[config.mk]
export PLATFORM = sky130hd
export DESIGN_NAME = autocorr_16x160_flat
export DESIGN_NICKNAME = d
export VERILOG_FILES = /design/src/rtl/lpc_pkg.sv /design/src/rtl/autocorr_16x160_if.sv /design/src/rtl/lpc_mac.sv /design/src/rtl/autocorr_16x160.sv /design/src/flat_wrapper.sv
export SDC_FILE = /design/constraint.sdc
export NUM_CORES = 1
export LEC_CHECK = 0
export BUFFER_PORTS_ARGS = -buffer_cell sky130_fd_sc_hd__buf_4
export CORE_ASPECT_RATIO = 1.75
export CORE_MARGIN = 3
export CORE_UTILIZATION = 65
export CTS_CLUSTER_SIZE = 14
export DETAILED_ROUTE_END_ITERATION = 12
export GPL_ROUTABILITY_DRIVEN = 0
export PLACE_DENSITY = 0.85
export SYNTH_ARGS = -nofsm -noshare
export SYNTH_HDL_FRONTEND = slang
export SYNTH_SLANG_ARGS = --single-unit
[constraint.sdc]
create_clock -name clk -period 8.4 [get_ports clk]
set_clock_uncertainty 0.15 [all_clocks]
set_input_delay 0 -clock clk [delete_from_list [all_inputs] [get_ports clk]]
set_output_delay 0 -clock clk [all_outputs]
set_load 0.02 [all_outputs]
[src/rtl/lpc_pkg.sv]
// Constants and state type shared by the LPC analysis blocks
// (autocorrelation, windowing, Levinson-Durbin).
package lpc_pkg;

  localparam int FRAME_N   = 160;
  localparam int LPC_ORDER = 10;
  localparam int SAMPLE_W  = 16;
  localparam int ACC_W     = 40;

  typedef enum logic [2:0] {
    IDLE = 3'd0,
    RD_A = 3'd1,
    RD_B = 3'd2,
    OUT  = 3'd3,
    DONE = 3'd4
  } autocorr_state_t;

endpackage

[src/rtl/autocorr_16x160_if.sv]
// Result stream from the autocorrelator to the Levinson-Durbin stage:
// one R[k] per transfer, in lag order, valid/ready handshake.
interface autocorr_16x160_if #(
  parameter int ACC_W = lpc_pkg::ACC_W,
  parameter int LAG_W = 4
) ();

  logic                    r_valid;
  logic                    r_ready;
  logic        [LAG_W-1:0] r_lag;
  logic signed [ACC_W-1:0] r_data;

  modport master (output r_valid, output r_lag, output r_data, input r_ready);
  modport slave  (input r_valid, input r_lag, input r_data, output r_ready);

endinterface

[src/rtl/lpc_mac.sv]
// Registered signed multiply-accumulate with synchronous clear and enable;
// the full-precision product is sign-extended into the accumulator.
module lpc_mac #(
  parameter int DATA_W = lpc_pkg::SAMPLE_W,
  parameter int ACC_W  = lpc_pkg::ACC_W
) (
  input  logic                     clk,
  input  logic                     reset,
  input  logic                     clr_i,
  input  logic                     en_i,
  input  logic signed [DATA_W-1:0] a_i,
  input  logic signed [DATA_W-1:0] b_i,
  output logic signed [ACC_W-1:0]  acc_o
);
  import lpc_pkg::*;

  logic signed [2*DATA_W-1:0] prod;
  logic signed [ACC_W-1:0]    acc_d, acc_q;

  always_comb begin
    prod  = (2*DATA_W)'(a_i) * (2*DATA_W)'(b_i);
    acc_d = acc_q;
    if (clr_i)
      acc_d = '0;
    else if (en_i)
      acc_d = acc_q + ACC_W'(prod);
  end

  always_ff @(posedge clk or posedge reset) begin
    if (reset)
      acc_q <= '0;
    else
      acc_q <= acc_d;
  end

  assign acc_o = acc_q;

endmodule

[src/rtl/autocorr_16x160.sv]
// Frame autocorrelation R[0..ORDER] over a 160-sample buffer, two buffer
// reads per MAC term, results streamed out in lag order.
module autocorr_16x160 #(
  parameter int N      = lpc_pkg::FRAME_N,
  parameter int ORDER  = lpc_pkg::LPC_ORDER,
  parameter int DATA_W = lpc_pkg::SAMPLE_W,
  parameter int ADDR_W = 8,
  parameter int ACC_W  = lpc_pkg::ACC_W,
  parameter int LAG_W  = 4
) (
  input  logic                     clk,
  input  logic                     reset,
  input  logic                     start,
  output logic                     busy,
  output logic                     done,
  output logic        [ADDR_W-1:0] raddr,
  input  logic signed [DATA_W-1:0] rdata,
  autocorr_16x160_if.master        res
);
  import lpc_pkg::*;

  autocorr_state_t            state_d, state_q;
  logic        [ADDR_W-1:0]   n_d, n_q;
  logic        [LAG_W-1:0]    k_d, k_q;
  logic signed [DATA_W-1:0]   a_d, a_q;
  logic                       mac_clr, mac_en;
  logic signed [ACC_W-1:0]    acc;

  always_comb begin
    state_d = state_q;
    n_d     = n_q;
    k_d     = k_q;
    a_d     = a_q;
    mac_clr = 1'b0;
    mac_en  = 1'b0;
    raddr   = '0;
    case (state_q)
      IDLE: begin
        if (start) begin
          state_d = RD_A;
          n_d     = '0;
          k_d     = '0;
          mac_clr = 1'b1;
        end
      end
      RD_A: begin
        raddr   = n_q;
        a_d     = rdata;
        state_d = RD_B;
      end
      RD_B: begin
        // n starts at k for every lag, so n-k never wraps
        raddr  = n_q - ADDR_W'(k_q);
        mac_en = 1'b1;
        if (n_q == ADDR_W'(N-1)) begin
          state_d = OUT;
        end else begin
          n_d     = n_q + 1'b1;
          state_d = RD_A;
        end
      end
      OUT: begin
        if (res.r_ready) begin
          if (k_q == LAG_W'(ORDER)) begin
            state_d = DONE;
          end else begin
            k_d     = k_q + 1'b1;
            n_d     = ADDR_W'(k_q) + 1'b1;
            mac_clr = 1'b1;
            state_d = RD_A;
          end
        end
      end
      DONE:    state_d = IDLE;
      default: state_d = IDLE;
    endcase
  end

  always_ff @(posedge clk or posedge reset) begin
    if (reset) begin
      state_q <= IDLE;
      n_q     <= '0;
      k_q     <= '0;
      a_q     <= '0;
    end else begin
      state_q <= state_d;
      n_q     <= n_d;
      k_q     <= k_d;
      a_q     <= a_d;
    end
  end

  lpc_mac #(
    .DATA_W (DATA_W),
    .ACC_W  (ACC_W)
  ) u_mac (
    .clk   (clk),
    .reset (reset),
    .clr_i (mac_clr),
    .en_i  (mac_en),
    .a_i   (a_q),
    .b_i   (rdata),
    .acc_o (acc)
  );

  // Outputs decode straight from state so reset clears them without a clock
  assign busy        = (state_q == RD_A) || (state_q == RD_B) || (state_q == OUT);
  assign done        = (state_q == DONE);
  assign res.r_valid = (state_q == OUT);
  assign res.r_lag   = k_q;
  assign res.r_data  = acc;

endmodule

[src/flat_wrapper.sv]
// flat-port wrapper written by rule: the top's interface ports become plain ports
module autocorr_16x160_flat import lpc_pkg::*;
#(
  parameter int N      = lpc_pkg::FRAME_N,
  parameter int ORDER  = lpc_pkg::LPC_ORDER,
  parameter int DATA_W = lpc_pkg::SAMPLE_W,
  parameter int ADDR_W = 8,
  parameter int ACC_W  = lpc_pkg::ACC_W,
  parameter int LAG_W  = 4
)
  (clk, reset, start, busy, done, raddr, rdata, res_r_valid, res_r_lag, res_r_data, res_r_ready);
  autocorr_16x160_if #(.ACC_W(ACC_W), .LAG_W(LAG_W)) res_i ();
  input  logic clk;
  input  logic reset;
  input  logic start;
  output logic busy;
  output logic done;
  output logic        [ADDR_W-1:0] raddr;
  input  logic signed [DATA_W-1:0] rdata;
  output wire logic [$bits(res_i.r_valid)-1:0] res_r_valid;
  output wire logic [$bits(res_i.r_lag)-1:0] res_r_lag;
  output wire logic [$bits(res_i.r_data)-1:0] res_r_data;
  input wire logic [$bits(res_i.r_ready)-1:0] res_r_ready;
  assign res_r_valid = res_i.r_valid;
  assign res_r_lag = res_i.r_lag;
  assign res_r_data = res_i.r_data;
  assign res_i.r_ready = res_r_ready;
  autocorr_16x160 #(.N(N), .ORDER(ORDER), .DATA_W(DATA_W), .ADDR_W(ADDR_W), .ACC_W(ACC_W), .LAG_W(LAG_W)) u_core (.clk(clk), .reset(reset), .start(start), .busy(busy), .done(done), .raddr(raddr), .rdata(rdata), .res(res_i));
endmodule
### After elaboration in Yosys (flattened, before gate mapping)

Index checks and enable logic that the tools add are counted.

* flip-flop bits (word level): 71
* input bits: 20
* output and inout bits: 55
* word-level logic and storage cells: 52

* $add $sub $neg: 5
* multiply operators: 1
* equality and inequality tests: 10
* mux-type cells: 22
* reductions and logical operators: 9

Operators with widths (number)
* $mux W40: 2
* $add A40 B32 Y40: 1
* $mul A16 B16 Y32: 1
* $mux W8: 4
* $pmux W8 S3: 1
* $pmux W8 S2: 1
* $mux W4: 3
* $pmux W3 S4: 1
* $mux W3: 3
* $add A8 B1 Y8 const B: 1
* $eq A8 B8 Y1 const B: 1
* $pmux W4 S2: 1
* $sub A8 B4 Y8: 1
* $eq A3 B2 Y1 const B: 2
* $ne A2 B2 Y1 const B: 3
* $add A4 B1 Y5 const B: 1
* $reduce_and A5 Y1: 1
* $add A4 B1 Y4 const B: 1
* $eq A4 B4 Y1 const B: 1
* $mux W1: 4
* $reduce_and A4 Y1: 1
* $reduce_bool A2 Y1: 2
* $eq A3 B1 Y1 const B: 1
* $eq A3 B3 Y1 const B: 1
* other kinds (7): 8

### Depth between registers and ports, before layout

* depth after elaboration: 5
* depth in mapped cells: 24
* depth with buffers taken out: 23

### Hierarchy

Synthesis repeated with hierarchy kept, for this count alone.

* cell total of the unflattened synthesis: 1682
* area, all modules: 15797.7 um^2

Modules (own cells, without submodules)
* lpc_mac: times used 1, cells each 1502, area an instance 13987.2 um^2, sequential area each 1001.0 um^2
* autocorr_16x160: times used 1, cells each 180, area an instance 1810.5 um^2, sequential area each 775.7 um^2

### Least setup slack after synthesis

No wires, ideal clock.

* path type: reg2reg
* start point: reg u_core.a_q[15]
* end point: reg u_core.u_mac.acc_q[36], in the netlist u_core.u_mac.acc_o[36]
* library setup time: 0.095 ns
* data arrival time: 6.067 ns
* required time: 8.155 ns
* path slack: 2.088 ns
* cell stages (with the launch flop): 21
* path buffers: 2
* period minus slack after synthesis: 6.312 ns
* path through: dfrtp_1 clkbuf_1 nand2_1 inv_1 fa_1 fa_1 inv_1 fa_1 fa_1 fa_1 fa_1 inv_1 ha_1 clkbuf_2 nand4_1 or3_1 o32ai_1 o21ba_2 a21oi_1 nor3_1 o31ai_1

* cells in the longest elaborated chain, start to end: 4

Ends and longest elaborated chain
* start: declaration: line autocorr_16x160.sv:25 `logic signed [DATA_W-1:0] a_d, a_q;`
* start signal: assignment: line autocorr_16x160.sv:84 `a_q <= '0;`
* start signal: assignment: line autocorr_16x160.sv:89 `a_q <= a_d;`
* $mul A16 B16 Y32: line lpc_mac.sv:21 `prod = (2*DATA_W)'(a_i) * (2*DATA_W)'(b_i);`
* $add A40 B32 Y40: line lpc_mac.sv:26 `acc_d = acc_q + ACC_W'(prod);`
* $mux W40: line lpc_mac.sv:25 `else if (en_i)`
* $mux W40: line lpc_mac.sv:23 `if (clr_i)`
* end signal: assignment: line lpc_mac.sv:31 `acc_q <= '0;`
* end signal: assignment: line lpc_mac.sv:33 `acc_q <= acc_d;`
* end: declaration: line lpc_mac.sv:18 `logic signed [ACC_W-1:0] acc_d, acc_q;`

No other way between the ends. The select of a mux whose other input is x is not followed.
A chain may end at the register's enable or synchronous reset.

### Worst setup path in the final report

* start point: reg u_core.a_q[15]
* end point: reg u_core.u_mac.acc_q[37], in the netlist u_core.u_mac.acc_o[37]

The elaborated chain is that of the path after synthesis.

==> impl_metrics.csv <==
group,metric,value,unit
route,drc,0,
route,wire_per_inst,19.0,um
setup_path,rrSetupSlack,1.34,ns
timing,maxSlewViolCount,0,
timing,setup_tns,0,ns
route,drt_iter0_markers,697,
global_routing,grt_pass1_vias,14000,
logic_synthesis,ys_warn_count,0,
logic_synthesis,synth_fp_nets,2206,
clocking,cts_buffers,9,
logic_synthesis,synth_compound_area_share,8.32,%
logic_synthesis,syn-cell-area,15900,sq um
logic_synthesis,syn_inst,1733,
setup_path,setup.worst_path.end_class,"flop",
setup_path,critPathBufInv,5,
setup_path,worstReg2RegEnd,"u_core.u_mac.acc_o[37]$_DFFE_PP0P_",
logic_synthesis,async_flop_share,100,%
timing,max_freq,142,MHz
setup_path,cp_data_arrival_time,7.10,ns
floorplan,start_util,66.1,%
placed_design,io_buffers,74,
cells_and_area,area_growth_syn_to_layout,7.89,%
setup_path,cp_max_fo,17,
setup_path,crit_top_cell,"fa_1",
clocking,htree_levels,3,
floorplan,rows,75,
floorplan,core_area,24000,sq um
setup_path,crit_start,"u_core.a_q[15]$_DFFE_PP0N_",
global_routing,grt_max_degree,72,
timing,hold_viol,0,
clocking,cts_root_buffer,"clkbuf_16",
clocking,cts.sinks,71,
timing,period_needed,7.06,ns
setup_path,cp-endpoint,"u_core.u_mac.acc_o[37]$_DFFE_PP0P_",
run,cap_viol_max_count,0,
clocking,insertion_delay,0.35,ns
setup_path,reg2regPathDepth,21,
route,drtPass1Iterations,6,
setup_path,cp-start-kind,"flop",
route,routed_wl,39800,um
logic_synthesis,synth_top_family_by_area,"adder cells",
logic_synthesis,synthMuxAreaShare,1.39,%
route,vias_per_cell,5.86,
logic_synthesis,synthDistinctLibCells,65,
cells_and_area,drive_gt1_share,7.50,%
logic_synthesis,synth_most_common_cell,"inv_1",
logic_synthesis,ys_ff_latch,71,
setup_path,path_class,"flop to flop",
setup_path,critPathTopFamily,"adder cells",
setup_path,crit_required,8.45,ns
placed_design,dpl.hpwl,31700,um
route,vias,12300,
setup_path,worstReg2RegStart,"u_core.a_q[15]$_DFFE_PP0N_",
timing,fin_crit_sh,84.0,%
global_routing,grt_util_all_layers,32.5,%
logic_synthesis,synth_xor_xnor_area_share,2.26,%
logic_synthesis,synth_fa_ha_area_share,51.3,%
floorplan,die_h,213,um
route,antenna_left,0,
logic_synthesis,ys_seq_area_share,11.2,%
setup_path,cpMaxStageDelayCell,"fa_1",
clocking,clk_pin_slew_worst_paths,0.07,ns
logic_synthesis,yosys-top-cells-area,"fa_1, dfrtp_1, inv_1",
logic_synthesis,yosys.area_share.simple,13.6,%
global_routing,overflow,0,
floorplan,ios,75,
logic_synthesis,yosys.area.top_type,"fa_1",
logic_synthesis,synth_edf_count,0,
clocking,post_cts_buffers,0,
floorplan,die_area,26400,sq um
clocking,cts_tree,"built",
cells_and_area,antenna_cells,0,
timing,relSlewSlack,34.2,%
setup_path,max_stage_delay,0.79,ns
logic_synthesis,synth_top_cell_area_share,41.7,%
cells_and_area,nets,2255,
timing,worstMarginPinSlew,0.986,ns
logic_synthesis,ys_top_cells_by_count,"inv_1, fa_1, nand2_1, ha_1, and2_1",
floorplan,die_w,124,um
logic_synthesis,synth_ff_type,"dfrtp_1",
global_routing,grt_antenna_before_repair,0,
worst_hold_path,hold_path_class,"input port to flop",
clocking,clockBufferDepth,2,
setup_path,worstPathCellList,"nand2_1, inv_1, fa_1, fa_1, inv_1, fa_1, inv_1, fa_1, fa_1, inv_1, fa_1, inv_1, ha_1, a21oi_1, o21a_1, o21ai_0, a221oi_1, o21ai_0, a21boi_1, xnor2_1, o21ai_1",
global_routing,grt_pass1_wl,66400,um
logic_synthesis,syn_avg_cell_area,9.16,sq um
status,status,"completed",
setup_path,path_depth,21,
timing,rsz0062_at_grt,"no",
timing,setup_violations,0,
[layout by cell type (no fill, tap or decap), drive strengths merged, types with 3 or more instances in the layout]
cell type    instances
a21oi               49
and3                 8
o211ai               5
mux2                16
buf                 83
nand4               13
nor3                12
and2               117
a31oi                3
ha                 122
nor2b                4
nand2              218
a221oi               4
a21boi               5
dlygate4sd3         20
o21a                 3
nand3                7
dfrtp               71
inv                423
o31ai                5
nand2b               4
nor3b                4
o21bai               9
mux2i                4
xor2                12
xnor2               29
a211oi               9
nor2                55
o22ai               13
o21ai               65
fa                 331
a22o                 3
a21o                22
clkbuf              11
or3                  6
[per-stage QoR]
| step | area [sq um] | cells | setup WS [ns] | utilization (%) | hold slack, ns |
|---|---|---|---|---|---|
| after floorplan | 15900 | 1733 | 2.09 | - | -0.0382 |
| after global placement | 16600 | 2059 | 1.74 | 69.1 | 0.0835 |
| after detailed placement | 16600 | 2059 | 1.51 | 69.1 | 0.0884 |
| after CTS | 17100 | 2095 | 1.39 | 71.3 | 0.311 |
| after global routing | 17100 | 2095 | 1.03 | 71.3 | 0.332 |
| final | 17100 | 2095 | 1.34 | 71.3 | 0.326 |
[registers in the layout, indices dropped and copies added, names as in the netlist]
register,cells
u_core.u_mac.acc_o,40
u_core.a_q,16
u_core.n_q,8
u_core.res.r_lag,4
u_core.state_q,3
[layer usage]
layer	wire length (um)	vias up	GRT usage, %
met5	0	-	0
met4	2800	0	20.0
met3	2180	222	4.37
met2	21300	529	58.5
met1	13400	6195	35.6
li1	-	5333	-
[cells by family (layout without fill, tap and decap cells)]
group,count (synthesis),after routing
buf+inv,488,542
fa+ha+maj,453,453
simple gates,452,452
compound gates,208,208
flops,71,71
xor+xnor,41,41
mux,20,20
[how the worst min path moves through the flow]
stage                     cells after the start  slack (ns)                             to         from
final                                         4        0.33  u_core.state_q[2]$_DFFE_PP0P_  res_r_ready
after global routing                          4        0.33  u_core.state_q[2]$_DFFE_PP0P_  res_r_ready
after CTS                                     4        0.31  u_core.state_q[2]$_DFFE_PP0P_  res_r_ready
after detailed placement                      2        0.09  u_core.state_q[0]$_DFFE_PP0P_  res_r_ready
after global placement                        2        0.08  u_core.state_q[0]$_DFFE_PP0P_  res_r_ready
after floorplan                               1       -0.04  u_core.state_q[0]$_DFFE_PP0P_  res_r_ready
[tightest hold or removal path, stage by stage]
cell,delay [ns]
dlygate4sd3_1,0.54
buf_4,0.15
nand2_1,0.06
nor3_1,0.04
[area by class of cell]
cell class,instances,area [sq um]
Clock buffer,11,253
Clock inverter,5,80.1
Fill cell,1774,6890
Inverter,423,1590
Multi-Input combinational cell,1174,12200
Sequential cell,71,1780
Tap cell,308,385
Timing Repair Buffer,103,823
[what timing repair did]
action / 4_1_cts / 5_1_grt
resized for setup: 0 / 0
endpoints found under the hold margin: 92 / 0
hold buffers: 20 / 0
Power is not shown: default switching activity piles up to over one toggle a cycle in this logic, so the estimate is an artifact.
